[src/rtl/cpu_mem_sequencer_if.sv]
//------------------------------------------------------------------------------
// cpu_mem_sequencer_if
//
// Purpose:
//   Valid/ready request channel between the CPU memory sequencer and the
//   external memory fabric (SDRAM/BRAM arbiter). One request is outstanding
//   at most; a transfer occurs on any clock where ext_valid and ext_ready
//   are both high.
//
// Signals:
//   ext_valid  sequencer -> fabric  request valid
//   ext_write  sequencer -> fabric  request is a write
//   ext_addr   sequencer -> fabric  request address (ADDR_WIDTH)
//   ext_wdata  sequencer -> fabric  request write data (DATA_WIDTH)
//   ext_ready  fabric -> sequencer  fabric accepts/completes the request
//   ext_rdata  fabric -> sequencer  read data, valid while ext_ready=1 on a read
//
// Modports:
//   master  the sequencer side
//   slave   the fabric side
//------------------------------------------------------------------------------
interface cpu_mem_sequencer_if #(
    parameter int ADDR_WIDTH = 16,
    parameter int DATA_WIDTH = 8
) ();

    logic                  ext_valid;
    logic                  ext_write;
    logic [ADDR_WIDTH-1:0] ext_addr;
    logic [DATA_WIDTH-1:0] ext_wdata;
    logic                  ext_ready;
    logic [DATA_WIDTH-1:0] ext_rdata;

    modport master (
        output ext_valid,
        output ext_write,
        output ext_addr,
        output ext_wdata,
        input  ext_ready,
        input  ext_rdata
    );

    modport slave (
        input  ext_valid,
        input  ext_write,
        input  ext_addr,
        input  ext_wdata,
        output ext_ready,
        output ext_rdata
    );

endinterface

[src/rtl/cpu_mem_sequencer.sv]
//------------------------------------------------------------------------------
// cpu_mem_sequencer
//
// Purpose:
//   Generates the 2-bit T-cycle phase (T0..T3) that paces the microcoded
//   control unit and turns its per-M-cycle memory request into a single
//   valid/ready transaction on the external memory fabric. The phase is
//   frozen at T2 until the fabric completes, so the control unit only moves
//   on once read data is valid. Read data is held in mem_data_in for the
//   control unit's dispatch and the datapath.
//
// Parameters:
//   ADDR_WIDTH      CPU address width
//   DATA_WIDTH      CPU data width
//   TIMEOUT_CYCLES  clocks spent waiting at T2 before a forced completion
//                   (only meaningful with CPU_MEM_SEQ_TIMEOUT_EN)
//
// Ports:
//   clk          system clock
//   reset_n      synchronous, active-low reset
//   clk_en       CPU clock enable; the phase advances only when high
//   mem_enable   access requested this M-cycle (sampled at T0 only)
//   mem_write    access is a write (sampled at T0 only)
//   cpu_addr     address from datapath (sampled at T0 only)
//   cpu_wdata    write data from datapath (sampled at T0 only)
//   t_cycle      current T-cycle phase, 0..3
//   mem_data_in  last read data
//   cpu_stall    high while the phase is held at T2 awaiting the fabric
//   ext          fabric request channel (master side)
//   bus_error    sticky timeout flag (only with CPU_MEM_SEQ_TIMEOUT_EN)
//
// Build option:
//   CPU_MEM_SEQ_TIMEOUT_EN  when defined, a wait counter bounds the stall at
//                           T2; on expiry the access completes with open-bus
//                           read data (all ones) and bus_error is set.
//------------------------------------------------------------------------------
module cpu_mem_sequencer #(
    parameter int ADDR_WIDTH     = 16,
    parameter int DATA_WIDTH     = 8,
    parameter int TIMEOUT_CYCLES = 255
) (
    input  logic                  clk,
    input  logic                  reset_n,
    input  logic                  clk_en,
    input  logic                  mem_enable,
    input  logic                  mem_write,
    input  logic [ADDR_WIDTH-1:0] cpu_addr,
    input  logic [DATA_WIDTH-1:0] cpu_wdata,
    output logic [1:0]            t_cycle,
    output logic [DATA_WIDTH-1:0] mem_data_in,
    output logic                  cpu_stall,
    cpu_mem_sequencer_if.master   ext
`ifdef CPU_MEM_SEQ_TIMEOUT_EN
    ,
    output logic                  bus_error
`endif
);

    typedef enum logic [1:0] {
        IDLE = 2'd0,
        REQ  = 2'd1,
        DONE = 2'd2
    } state_t;

    localparam logic [1:0] T0 = 2'd0;
    localparam logic [1:0] T2 = 2'd2;
    localparam logic [1:0] T3 = 2'd3;

    state_t                state;
    logic [1:0]            phase;
    logic                  advance;

    logic                  valid_q;
    logic                  write_q;
    logic [ADDR_WIDTH-1:0] addr_q;
    logic [DATA_WIDTH-1:0] wdata_q;
    logic [DATA_WIDTH-1:0] rdata_q;

`ifdef CPU_MEM_SEQ_TIMEOUT_EN
    // Counter is at least 8 bits wide, wider only if the limit needs it.
    localparam int WAIT_W = ($clog2(TIMEOUT_CYCLES + 1) > 8) ?
                            $clog2(TIMEOUT_CYCLES + 1) : 8;
    // Completion happens on the clock that would bring the count to the
    // limit, so the stall lasts exactly TIMEOUT_CYCLES clocks.
    localparam logic [WAIT_W-1:0] WAIT_LAST = WAIT_W'(TIMEOUT_CYCLES - 1);

    logic [WAIT_W-1:0] wait_cnt;
    logic              bus_error_q;
`else
    // Parameter kept so overrides stay valid whichever way the block is built.
    logic unused_timeout_cfg;
    assign unused_timeout_cfg = ^TIMEOUT_CYCLES;
`endif

    // The stall is decoded from registered state so the control unit sees the
    // hold in the same cycle the phase reaches T2 with the access outstanding.
    assign cpu_stall = (phase == T2) && (state == REQ);
    assign advance   = clk_en && !cpu_stall;

    always_ff @(posedge clk) begin
        if (!reset_n) begin
            state       <= IDLE;
            phase       <= T0;
            valid_q     <= 1'b0;
            write_q     <= 1'b0;
            addr_q      <= '0;
            wdata_q     <= '0;
            rdata_q     <= '0;
`ifdef CPU_MEM_SEQ_TIMEOUT_EN
            wait_cnt    <= '0;
            bus_error_q <= 1'b0;
`endif
        end else begin
            if (advance) begin
                phase <= phase + 2'd1;
            end

            unique case (state)
                IDLE: begin
                    // Request sampled only on the T0 -> T1 advance.
                    if (advance && (phase == T0) && mem_enable) begin
                        valid_q  <= 1'b1;
                        write_q  <= mem_write;
                        addr_q   <= cpu_addr;
                        wdata_q  <= cpu_wdata;
                        state    <= REQ;
`ifdef CPU_MEM_SEQ_TIMEOUT_EN
                        wait_cnt <= '0;
`endif
                    end
                end

                REQ: begin
                    // Handshake is independent of clk_en so a transfer may
                    // complete while the phase is frozen.
                    if (ext.ext_ready) begin
                        valid_q <= 1'b0;
                        if (!write_q) begin
                            rdata_q <= ext.ext_rdata;
                        end
                        state <= DONE;
                    end
`ifdef CPU_MEM_SEQ_TIMEOUT_EN
                    else if (phase == T2) begin
                        if (wait_cnt >= WAIT_LAST) begin
                            valid_q     <= 1'b0;
                            if (!write_q) begin
                                rdata_q <= '1;
                            end
                            bus_error_q <= 1'b1;
                            state       <= DONE;
                        end else begin
                            wait_cnt <= wait_cnt + 1'b1;
                        end
                    end
`endif
                end

                DONE: begin
                    if (advance && (phase == T3)) begin
                        state <= IDLE;
                    end
                end

                default: begin
                    state   <= IDLE;
                    valid_q <= 1'b0;
                end
            endcase
        end
    end

    assign t_cycle       = phase;
    assign mem_data_in   = rdata_q;
    assign ext.ext_valid = valid_q;
    assign ext.ext_write = write_q;
    assign ext.ext_addr  = addr_q;
    assign ext.ext_wdata = wdata_q;

`ifdef CPU_MEM_SEQ_TIMEOUT_EN
    assign bus_error = bus_error_q;
`endif

endmodule
[src/flat_wrapper.sv]
// flat-port wrapper written by rule: the top's interface ports become plain ports
module cpu_mem_sequencer_flat 
#(
    parameter int ADDR_WIDTH     = 16,
    parameter int DATA_WIDTH     = 8,
    parameter int TIMEOUT_CYCLES = 255
)
  (clk, reset_n, clk_en, mem_enable, mem_write, cpu_addr, cpu_wdata, t_cycle, mem_data_in, cpu_stall, ext_ext_valid, ext_ext_write, ext_ext_addr, ext_ext_wdata, ext_ext_ready, ext_ext_rdata);
  cpu_mem_sequencer_if #(.ADDR_WIDTH(ADDR_WIDTH), .DATA_WIDTH(DATA_WIDTH)) ext_i ();
  input  logic clk;
  input  logic reset_n;
  input  logic clk_en;
  input  logic mem_enable;
  input  logic mem_write;
  input  logic [ADDR_WIDTH-1:0] cpu_addr;
  input  logic [DATA_WIDTH-1:0] cpu_wdata;
  output logic [1:0] t_cycle;
  output logic [DATA_WIDTH-1:0] mem_data_in;
  output logic cpu_stall;
  output wire logic [$bits(ext_i.ext_valid)-1:0] ext_ext_valid;
  output wire logic [$bits(ext_i.ext_write)-1:0] ext_ext_write;
  output wire logic [$bits(ext_i.ext_addr)-1:0] ext_ext_addr;
  output wire logic [$bits(ext_i.ext_wdata)-1:0] ext_ext_wdata;
  input wire logic [$bits(ext_i.ext_ready)-1:0] ext_ext_ready;
  input wire logic [$bits(ext_i.ext_rdata)-1:0] ext_ext_rdata;
  assign ext_ext_valid = ext_i.ext_valid;
  assign ext_ext_write = ext_i.ext_write;
  assign ext_ext_addr = ext_i.ext_addr;
  assign ext_ext_wdata = ext_i.ext_wdata;
  assign ext_i.ext_ready = ext_ext_ready;
  assign ext_i.ext_rdata = ext_ext_rdata;
  cpu_mem_sequencer #(.ADDR_WIDTH(ADDR_WIDTH), .DATA_WIDTH(DATA_WIDTH), .TIMEOUT_CYCLES(TIMEOUT_CYCLES)) u_core (.clk(clk), .reset_n(reset_n), .clk_en(clk_en), .mem_enable(mem_enable), .mem_write(mem_write), .cpu_addr(cpu_addr), .cpu_wdata(cpu_wdata), .t_cycle(t_cycle), .mem_data_in(mem_data_in), .cpu_stall(cpu_stall), .ext(ext_i));
endmodule
[config.mk]
export PLATFORM = sky130hd
export DESIGN_NAME = cpu_mem_sequencer_flat
export DESIGN_NICKNAME = d
export VERILOG_FILES = /design/src/rtl/cpu_mem_sequencer_if.sv /design/src/rtl/cpu_mem_sequencer.sv /design/src/flat_wrapper.sv
export SDC_FILE = /design/constraint.sdc
export NUM_CORES = 1
export LEC_CHECK = 0
export CORE_AREA = 2 2 80 63
export CTS_CLUSTER_SIZE = 12
export DETAILED_ROUTE_END_ITERATION = 8
export DIE_AREA = 0 0 82 65
export PLACE_DENSITY = 0.79
export SLEW_MARGIN = 20
export SYNTH_ARGS = -nofsm -noshare
export SYNTH_HDL_FRONTEND = slang
export SYNTH_SLANG_ARGS = --single-unit
[constraint.sdc]
create_clock -name clk -period 1.4 [get_ports clk]
set_clock_uncertainty 0.1 [all_clocks]
set_input_delay 0.21 -clock clk [delete_from_list [all_inputs] [get_ports clk]]
set_output_delay 0.21 -clock clk [all_outputs]
set_load 0.02 [all_outputs]
==> results of run 1 <==
==> registers in the layout, summed over array words and instances (netlist names) <==
register,count
u_core.ext.ext_wdata,8
u_core.ext.ext_addr,16
u_core.t_cycle,2
u_core.state,2
u_core.ext.ext_write,1
u_core.ext.ext_valid,1
u_core.mem_data_in,8
==> per-layer routing <==
layer | global-route usage | vias up | part of all wire
met5 | 0 | - | 0
met4 | 0.0438 | 0 | 0.0069
met3 | 0.0306 | 2 | 0.047
met2 | 0.246 | 35 | 0.50
met1 | 0.183 | 646 | 0.44
li1 | - | 723 | -
==> stage by stage <==
| step | utilization | setup TNS [ns] | instance area, µm² | power (mW) | cells |
|---|---|---|---|---|---|
| floorplan | - | -0.784 | 1630 | 1.46 | 166 |
| global placement | 0.544 | -6.06 | 2520 | 1.74 | 305 |
| detailed placement | 0.544 | -6.94 | 2520 | 1.75 | 305 |
| CTS | 0.579 | -2.33 | 2680 | 2.53 | 322 |
| global route | 0.578 | -3.98 | 2670 | 2.62 | 321 |
| finish | 0.578 | -1.96 | 2670 | 2.49 | 321 |
==> power by group <==
part	internal (mW)	switching (mW)
clock	0.397	0.361
combinational	0.307	0.254
sequential	1.14	0.0322
==> timing repair <==
| action | CTS | global route |
|---|---|---|
| endpoints found under the setup margin | 63 | 35 |
| gates resized for setup | 57 | 9 |
| setup buffers | 8 | 3 |
| pin swaps | 2 | 5 |
| cloned | 1 | 0 |
==> layout by cell type (no fill, tap or decap), drive strengths merged <==
master and n:
nor2 1, a21boi 2, nor2b 10, dlygate4sd2 34
mux2i 35, a22oi 1, inv 3, nand4b 1
clkbuf 8, and4bb 1, clkdlybuf4s50 36, dfxtp 38
ha 3, nand3b 1, and2 1, a21oi 2
o21ai 1, clkinv 1, buf 26, nand2b 1
nand2 55
==> final timing paths <==
check	startpoint	end	slack [ns]	depth (start not counted)
worst max-delay path	u_core.t_cycle[1]	u_core.ext.ext_addr[4]	-0.15	8
worst min-delay path	reset_n	u_core.t_cycle[1]	0.33	4
worst max register to register	u_core.t_cycle[1]	u_core.ext.ext_addr[4]	-0.15	8
worst min register to register	u_core.ext.ext_addr[13]	u_core.ext.ext_addr[13]	0.35	2
==> critical path, cell delays in order, from the launching register on <==
cell	delay, ns
dfxtp_4	0.35
buf_6	0.12
inv_4	0.04
ha_4	0.12
nand4b_4	0.11
nor2_4	0.20
buf_6	0.14
buf_12	0.12
mux2i_1	0.19
==> final cells by class <==
type                    count  area (µm²)  share of cell area
clock inverters             1        5.00             0.00187
flip-flops and latches     38         769               0.288
repair buffers             97         918               0.343
inverters                   3        16.3             0.00608
clock buffers               7        86.3              0.0323
well taps                  60        75.1              0.0281
multi-input cells         115         803               0.300
==> cells by family after synthesis <==
family	synth area share
simple gates	0.210
flops	0.474
mux	0.218
buf+inv	0.0514
compound gates	0.0234
fa+ha+maj	0.0234
==> results.md, run 1 <==
- Outcome: finished with violations
- Failing checks: setup timing
- Hold_buf cts: 0
- Total wire length: 3890 µm
- Hold Crit Class: primary input to register
- P per Cell Area: 932 nW/µm²
- Ys async rst share: 0
- H-tree Lvls: 2
- Clock Tree Root: clkbuf_8
- Final Hold Vio Count: 0
- Die Height: approximately 65 µm
- CTS sink cnt: 38
- RSZ-0062 raised after global routing: true
- Max-cap violations: 0
- Initial Utilization: 0.347
- Cells after synthesis: 166
- Wire per inst: 12.1 µm
- Top post-synthesis cells by area: dfxtp_1 (47%), mux2i_1 (22%), nand2_1 (13%), nor2b_1 (3.9%), ha_1 (2.3%)
- CP arrival: 1.66 ns
- Syn Std Cell Area: 1610 µm²
- Horiz. Die Dim: 82 µm
- Req. time, crit path: 1.50 ns
- CP max FO: 7
- Clock Path Buffers: 2
- Max transition margin: 0.797
- Ports: 75
- Post-DP HPWL: 2610 µm
- Layout cells sized above 1: 0.184
- Yosys top cell by area: dfxtp_1
- Pin count of the biggest net entering global routing: 66
- Final setup violation count: 28
- Worst skew pair latency: 0.27 ns
- Global-route wire length before repair: 6030 µm
- Slew Limit Fails: 0
- DR pass1 iterations: 4
- Die area: 5330 µm²
- Crit path kind: register to register
- Overall routing resource usage: 0.145
- Via count: between 1k and 1.5k
- Placer Congestion: between 0.6 and 0.7
- Crit end category: register
- Number of synthesized flops with an enable pin: 0
- Flops & latches, synth: 38
- Synth warnings: 0
- Startpoint types: register
- Slew @ Worst Pin: 0.303 ns
- Post-synth top area share: 0.474
- Worst hold slack: 0.329 ns
- Tmin final: about 1.6 ns
- Drt drc: 0
- # fillers: between 400 and 500
- Maximum clock rate: around 0.64 GHz
- Num CTS Buffers: 5
- Post-route ant nets: 0
- FP Rows: 22
- Most used DFF post-synth: dfxtp_1
- Final WS setup: -0.152 ns
- VDD IR max: between 0.4 and 0.5 mV
- Core Footprint: 4620 µm²
- Count leader, synth: nand2_1
- Yosys cell types: 22
- Number of port buffers: 74
- Pleak: 1.20 nW
- Worst-path clk slew: 0.07 ns
- TritonCTS clock tree: yes
- Pre-CTS setup slack: -0.231 ns
- Number of diodes: 0
- GR Overflow Total: 0
- Vias per inst: 4.38
- Initial antenna violation count: 0
- Most instantiated cells after synthesis: nand2_1 (55), dfxtp_1 (38), mux2i_1 (35), nor2b_1 (10)
- Synth Net Count: 207
- Starting DRC count in detailed routing: 48
- Vias in the first global route: 1343
- Final worst path period share: 1.11
- Sequential share of the synthesized area: 0.474
- Mean Syn Cell Area: 9.67 µm²
- Area Growth Syn to Fin: 66.6%
- Final Net Count: 301
No activity file was read; power rests on OpenSTA's default activity.
==> run 2, diff against run 1 <==
- CAP_MARGIN: default -> 20
- TNS_END_PERCENT: default -> 30
==> run 2 against run 1 <==
The flow still finishes with violations (setup timing). Utilization is 2.2 points lower. First-iteration DRC count fell by 33%. Worst setup slack better by 0.10 ns. Sequential power is essentially flat. Non-clock buffer count decreased by 8. Power is 2.2% lower.
==> results.md, run 2 (synthesis gave the netlist of run 1 again) <==
- Final worst path period share: 1.04 (-0.0714)
- Final Core Density: 0.557 (-0.0216)
- Final WS setup: -0.0523 ns (+0.100 ns)
- Max transition margin: 0.805 (+0.00775)
- Worst skew pair latency: 0.27 ns (about the same)
- Pleak: 1.16 nW (-3.5%)
- Drt drc: 0 (unchanged)
- Number of diodes: 0 (unchanged)
- Pin count of the biggest net entering global routing: 66 (unchanged)
- Outcome: finished with violations
- Vias per inst: 4.37 (-0.14%)
- Core Footprint: 4620 µm² (unchanged)
- Slew Limit Fails: 0 (unchanged)
- Crit path max-delay family: flip-flops
- Most frequent cells in the layout: nand2_1 (55), clkdlybuf4s50_1 (36), dfxtp_1 (36)
- Psw: 0.623 mW (-3.8%)
- Die Height: 65 µm (unchanged)
- Placer Congestion: 0.695 (unchanged)
- Slew @ Worst Pin: 0.292 ns (-0.0116 ns)
- Initial Utilization: 0.347 (unchanged)
- Hold_buf cts: 0 (unchanged)
- Reg power frac: 0.480 (+0.010)
- Clock Tree Root: clkbuf_8
- Via count: 1369 (-2.6%)
- Hold Crit Class: primary input to register
- Wire per inst: 11.3 µm (-6.9%)
- Total wire length: 3530 µm (-9.2%)
- Net Sw Frac: 0.255 (-0.00441)
- Final setup violation count: 24 (-14%)
- CP arrival: 1.14 ns (-0.52 ns)
- Max-cap violations: 0 (unchanged)
- Crit end category: output port
- Initial antenna violation count: 0 (unchanged)
- Die area: 5330 µm² (unchanged)
- Starting DRC count in detailed routing: 32 (-33%)
- DR pass1 iterations: 4 (unchanged)
- Global-route wire length before repair: 5700 µm (-5.5%)
- Vias in the first global route: 1312 (-2.3%)
- FP Rows: 22 (unchanged)
- Crit path cell chain: inv_4 -> ha_1 -> and2_1 -> buf_2
- Worst path bufs/invs: 2 (-2)
- Final Net Count: 293 (-2.7%)
- Worst Setup SP: u_core.t_cycle[0]
- FF-to-FF Start: u_core.t_cycle[1]
- Post-DP HPWL: 2610 µm (unchanged)
- Overall routing resource usage: 0.137 (-0.00756)
- Min-delay src: reset_n
- VDD IR max: 0.448 mV (-0.40%)
- Design area: 2570 µm² (-3.7%)
- Register area: 768 µm² (-0.16%)
- CP max-delay cell: dfxtp_4
- CP max FO: 2 (-5)
- Maximum clock rate: 0.689 GHz (+6.9%)
- Crit path kind: register to output port
- Clock Path Buffers: 2 (unchanged)
- P per Cell Area: 947 nW/µm² (+1.6%)
- H-tree Lvls: 2 (unchanged)
- Startpoint types: register
- TritonCTS clock tree: yes
- Layout cells sized above 1: 0.130 (-0.0535)
- Slowest stage delay, CP: 0.36 ns (about the same)
- Clock Power Share: 0.310 (+0.005)
- Ports: 75 (unchanged)
- # fillers: 445 (+0.45%)
- GR Overflow Total: 0 (unchanged)
- Logic gate share of total power: 0.210 (-0.015)
- Commonest non-fill, non-tap cell in the layout: nand2_1
- Int Pwr: 1.82 mW (-1.6%)
- Horiz. Die Dim: 82 µm (unchanged)
- CTS sink cnt: 38 (unchanged)
- Req. time, crit path: 1.09 ns (-0.41 ns)
- Worst-path clk slew: 0.07 ns (about the same)
- Num CTS Buffers: 5 (unchanged)
- RSZ-0062 raised after global routing: true
- Final Hold Vio Count: 0 (unchanged)
- Tmin final: 1.45 ns (-0.100 ns)
- Failing checks: setup timing
- Placed Area: 2520 µm² (unchanged)
- Total Power: 2.44 mW (-2.2%)
- Area Growth Syn to Fin: 60.3%
- Number of port buffers: 74 (unchanged)
- Post-route ant nets: 0 (unchanged)
- Area occupied by multi-input gates: 778 µm² (-3.1%)
- Setup Buffers After CTS: 0 (-8)
- Max reg flops: 16 (unchanged)
## run 2: changes by cell type in the layout (fill, tap and decap cells not counted), moves of 2 or more
| cell | before | now |
|---|---|---|
| a21oi_2 | 2 | 0 |
| a21oi_1 | 0 | 2 |
| buf_6 | 8 | 2 |
| buf_4 | 12 | 10 |
## run 2: what timing repair did
action	CTS	global route
resized for setup	44	2
endpoints found under the setup margin	63	35
pin swaps	2	0
## run 2: power groups by stage
| stage | Clock, mW | Sequential [mW] | Combinational (mW) |
|---|---|---|---|
| global placement | 0 | 1.20 | 0.542 |
| finish | 0.755 | 1.17 | 0.512 |
| detailed placement | 0 | 1.20 | 0.550 |
| global route | 0.835 | 1.18 | 0.552 |
| CTS | 0.783 | 1.17 | 0.518 |
| floorplan | 0 | 1.27 | 0.191 |
## run 2: final timing paths
check	cells past startpoint	slack [ns]	endpoint
worst max-delay path	4	-0.05	cpu_stall
worst min register to register	2	0.36	u_core.ext.ext_wdata[5]
worst max register to register	7	-0.05	u_core.ext.ext_addr[4]
worst min-delay path	4	0.32	u_core.t_cycle[1]
## run 2: final cells by class
type / instances / share of cell area
clock buffer: 7 / 0.0335
clock inverter: 1 / 0.00194
inverter: 3 / 0.00632
multi-input combinational: 115 / 0.302
sequential: 38 / 0.298
tap: 60 / 0.0292
timing repair buffer: 89 / 0.328
## run 2: tightest hold or removal path: cells and delay by family
kind | cells | cell delay, ns
and+or+nand+nor | 1 | 0.09
buffers and inverters | 2 | 0.29
muxes | 1 | 0.05
## run 2: through the flow
stage | setup slack (ns) | hold WS (ns) | instances | setup TNS [ns]
3_5_place_dp | -0.231 | 0.347 | 305 | -6.94
3_3_place_gp | -0.184 | 0.342 | 305 | -6.06
5_1_grt | -0.134 | 0.339 | 313 | -2.79
4_1_cts | -0.0665 | 0.320 | 313 | -0.991
6_report | -0.0523 | 0.319 | 313 | -0.704
2_1_floorplan | -0.0392 | 0.252 | 166 | -0.784
## run 2: layer usage
layer,global-route usage,part of all wire
met5,0,0
met4,0.0438,0.0076
met3,0.0306,0.054
met2,0.243,0.48
met1,0.163,0.46
==> run 3, diff against run 2 <==
- REMOVE_ABC_BUFFERS: default -> 1
==> run 3 against run 2 <==
The run still ends with setup timing left. Clock-buffer cell count is 1 lower. First-iteration DRC count is 31% higher. Combinational power is 9.6% higher. Wire length is 5.9% higher. Sequential power hardly changed. Register-to-register slack worse by 0.08 ns. Power is 2.7% higher. Die area stayed put. Non-clock buffer count is 1 higher. Via count is 0.88% higher. Critical endpoint is now u_core.ext.ext_wdata[5]. Largest power group unchanged. Highest routed layer unchanged.
==> results.md, run 3 (synthesis gave the netlist of run 1 again) <==
- Final Hold Vio Count: 0 (unchanged)
- GR Overflow Total: 0 (unchanged)
- Number of port buffers: 74 (unchanged)
- Pre-CTS setup slack: -0.267 ns (-0.0356 ns)
- Final setup violation count: 26 (+8.3%)
- Most frequent cells in the layout: nand2_1 (55), clkdlybuf4s50_1 (36), dfxtp_1 (36)
- Worst skew pair latency: 0.29 ns (+0.02 ns)
- Ports: 75 (unchanged)
- Vias in the first global route: 1309 (-0.23%)
- Max-cap violations: 0 (unchanged)
- Routed met3 length: 223 µm (+17%)
- Fin cells: 314 (+0.32%)
- Placer Congestion: 0.698 (+0.47%)
- Total wire length: 3740 µm (+5.9%)
- Outcome: finished with violations
- Clock Path Buffers: 2 (unchanged)
- Maximum clock rate: 0.652 GHz (-5.3%)
- Initial antenna violation count: 0 (unchanged)
- Startpoint types: register
- Tmin final: 1.53 ns (+0.0818 ns)
- CP max FO: 6 (+4)
- P per Cell Area: 944 nW/µm² (-0.34%)
- TritonCTS clock tree: yes
- DR pass1 iterations: 3 (-1)
- CTS sink cnt: 38 (unchanged)
- Clock Power Share: 0.308 (-0.002)
- Slew Limit Fails: 0 (unchanged)
- Pin count of the biggest net entering global routing: 66 (unchanged)
- Psw: 0.653 mW (+4.9%)
- Total Power: 2.50 mW (+2.7%)
- Post-route ant nets: 0 (unchanged)
- Worst hold slack: 0.312 ns (-0.00698 ns)
- Int Pwr: 1.85 mW (+1.9%)
- H-tree Lvls: 2 (unchanged)
- Initial Utilization: 0.347 (unchanged)
- Commonest non-fill, non-tap cell in the layout: nand2_1
- Reg power frac: 0.468 (-0.012)
- Clock Tree Root: clkbuf_8
- Global-route wire length before repair: 5940 µm (+4.2%)
- Max reg flops: 16 (unchanged)
- Horiz. Die Dim: 82 µm (unchanged)
- # fillers: 429 (-3.6%)
- Die Height: 65 µm (unchanged)
- Placed Area: 2460 µm² (-2.4%)
- Layout cells sized above 1: 0.142 (+0.0113)
- Max transition margin: 0.786 (-0.0190)
- Net Sw Frac: 0.261 (+0.00544)
- Number of diodes: 0 (unchanged)
- Core Footprint: 4620 µm² (unchanged)
- Failing checks: setup timing
- Overall routing resource usage: 0.146 (+0.00839)
- Req. time, crit path: 1.51 ns (+0.42 ns)
- Vias per inst: 4.40 (+0.56%)
- Slew @ Worst Pin: 0.320 ns (+0.0284 ns)
- Worst-path clk slew: 0.08 ns (about the same)
- Die area: 5330 µm² (unchanged)
- Crit path kind: register to register
- Area Growth Syn to Fin: 65.2%
- Placed cells: 300 (-1.6%)
- Logic gate share of total power: 0.224 (+0.014)
- Via count: 1381 (+0.88%)
- Design area: 2650 µm² (+3.0%)
- RSZ-0062 raised after global routing: true
- CP arrival: 1.65 ns (+0.51 ns)
- Post-DP HPWL: 2480 µm (-4.7%)
- Crit end category: register
- VDD IR max: 0.558 mV (+25%)
- Drt drc: 0 (unchanged)
- Wire length on met2: 1770 µm (+5.2%)
- DRT met1 WL: 1710 µm (+5.2%)
- Top Layer Used: met4
- Hold Crit Class: primary input to register
- Num CTS Buffers: 5 (unchanged)
- Wire per inst: 11.9 µm (+5.5%)
- Pleak: 1.18 nW (+1.7%)
- Starting DRC count in detailed routing: 42 (+31%)
- FP Rows: 22 (unchanged)
- Final WS setup: -0.134 ns (-0.0818 ns)
- Hold_buf cts: 0 (unchanged)
- Final worst path period share: 1.10 (+0.0584)
- Final Net Count: 294 (+0.34%)
==> run 3: cell count changes in the layout (fill, tap and decap cells not counted), moves of 2 or more <==
cell	previous run	this run
buf_4	10	5
buf_16	0	2
buf_6	2	4
dfxtp_2	0	2
dfxtp_4	2	0
inv_4	2	0
==> run 3: worst paths after layout <==
check	start	end	slack, ns	cells after the start
setup / recovery	u_core.t_cycle[0]	u_core.ext.ext_wdata[5]	-0.13	8
hold / removal	reset_n	u_core.ext.ext_addr[2]	0.31	4
setup reg to reg	u_core.t_cycle[0]	u_core.ext.ext_wdata[5]	-0.13	8
hold reg to reg	u_core.ext.ext_addr[14]	u_core.ext.ext_addr[14]	0.35	2
==> run 3: layer usage <==
| metal | vias up | GRT usage |
|---|---|---|
| met2 | 37 | 0.235 |
| li1 | 715 | - |
| met4 | 0 | 0.0438 |
| met3 | 5 | 0.0460 |
| met5 | - | 0 |
| met1 | 624 | 0.185 |
==> run 3: power groups by stage <==
stage | Sequential [mW] | Combinational (mW) | Clock [mW]
2_1_floorplan | 1.27 | 0.146 | 0
3_3_place_gp | 1.20 | 0.518 | 0
3_5_place_dp | 1.20 | 0.524 | 0
4_1_cts | 1.17 | 0.543 | 0.804
5_1_grt | 1.18 | 0.605 | 0.861
6_report | 1.17 | 0.561 | 0.771
==> run 3: metrics by stage <==
step           TNS [ns]   util
6_report          -2.45  0.573
5_1_grt           -4.55  0.573
3_5_place_dp      -6.54  0.531
3_3_place_gp      -5.71  0.531
4_1_cts           -3.76  0.564
2_1_floorplan     -9.75      -
==> run 3: layout make-up <==
class,count,area (µm²),share of cell area
clock buffer,6,82.6,0.0311
clock inverter,2,12.5,0.00472
inverter,3,11.3,0.00425
multi-input combinational,115,781,0.294
sequential,38,763,0.288
tap,60,75.1,0.0283
timing repair buffer,90,926,0.349
==> run 3: repair_timing <==
action	4_1_cts	5_1_grt
setup buffers	1	2
resized for setup	48	8
gates cloned	2	1
pin swaps	2	1
endpoints found under the setup margin	62	35
==> run 3: critical path, cell delays in order (launching register included) <==
cell,delay [ns]
dfxtp_2,0.33
inv_2,0.06
buf_6,0.10
ha_4,0.13
nand4b_4,0.12
nor2_4,0.16
buf_6,0.13
buf_12,0.12
mux2i_2,0.20
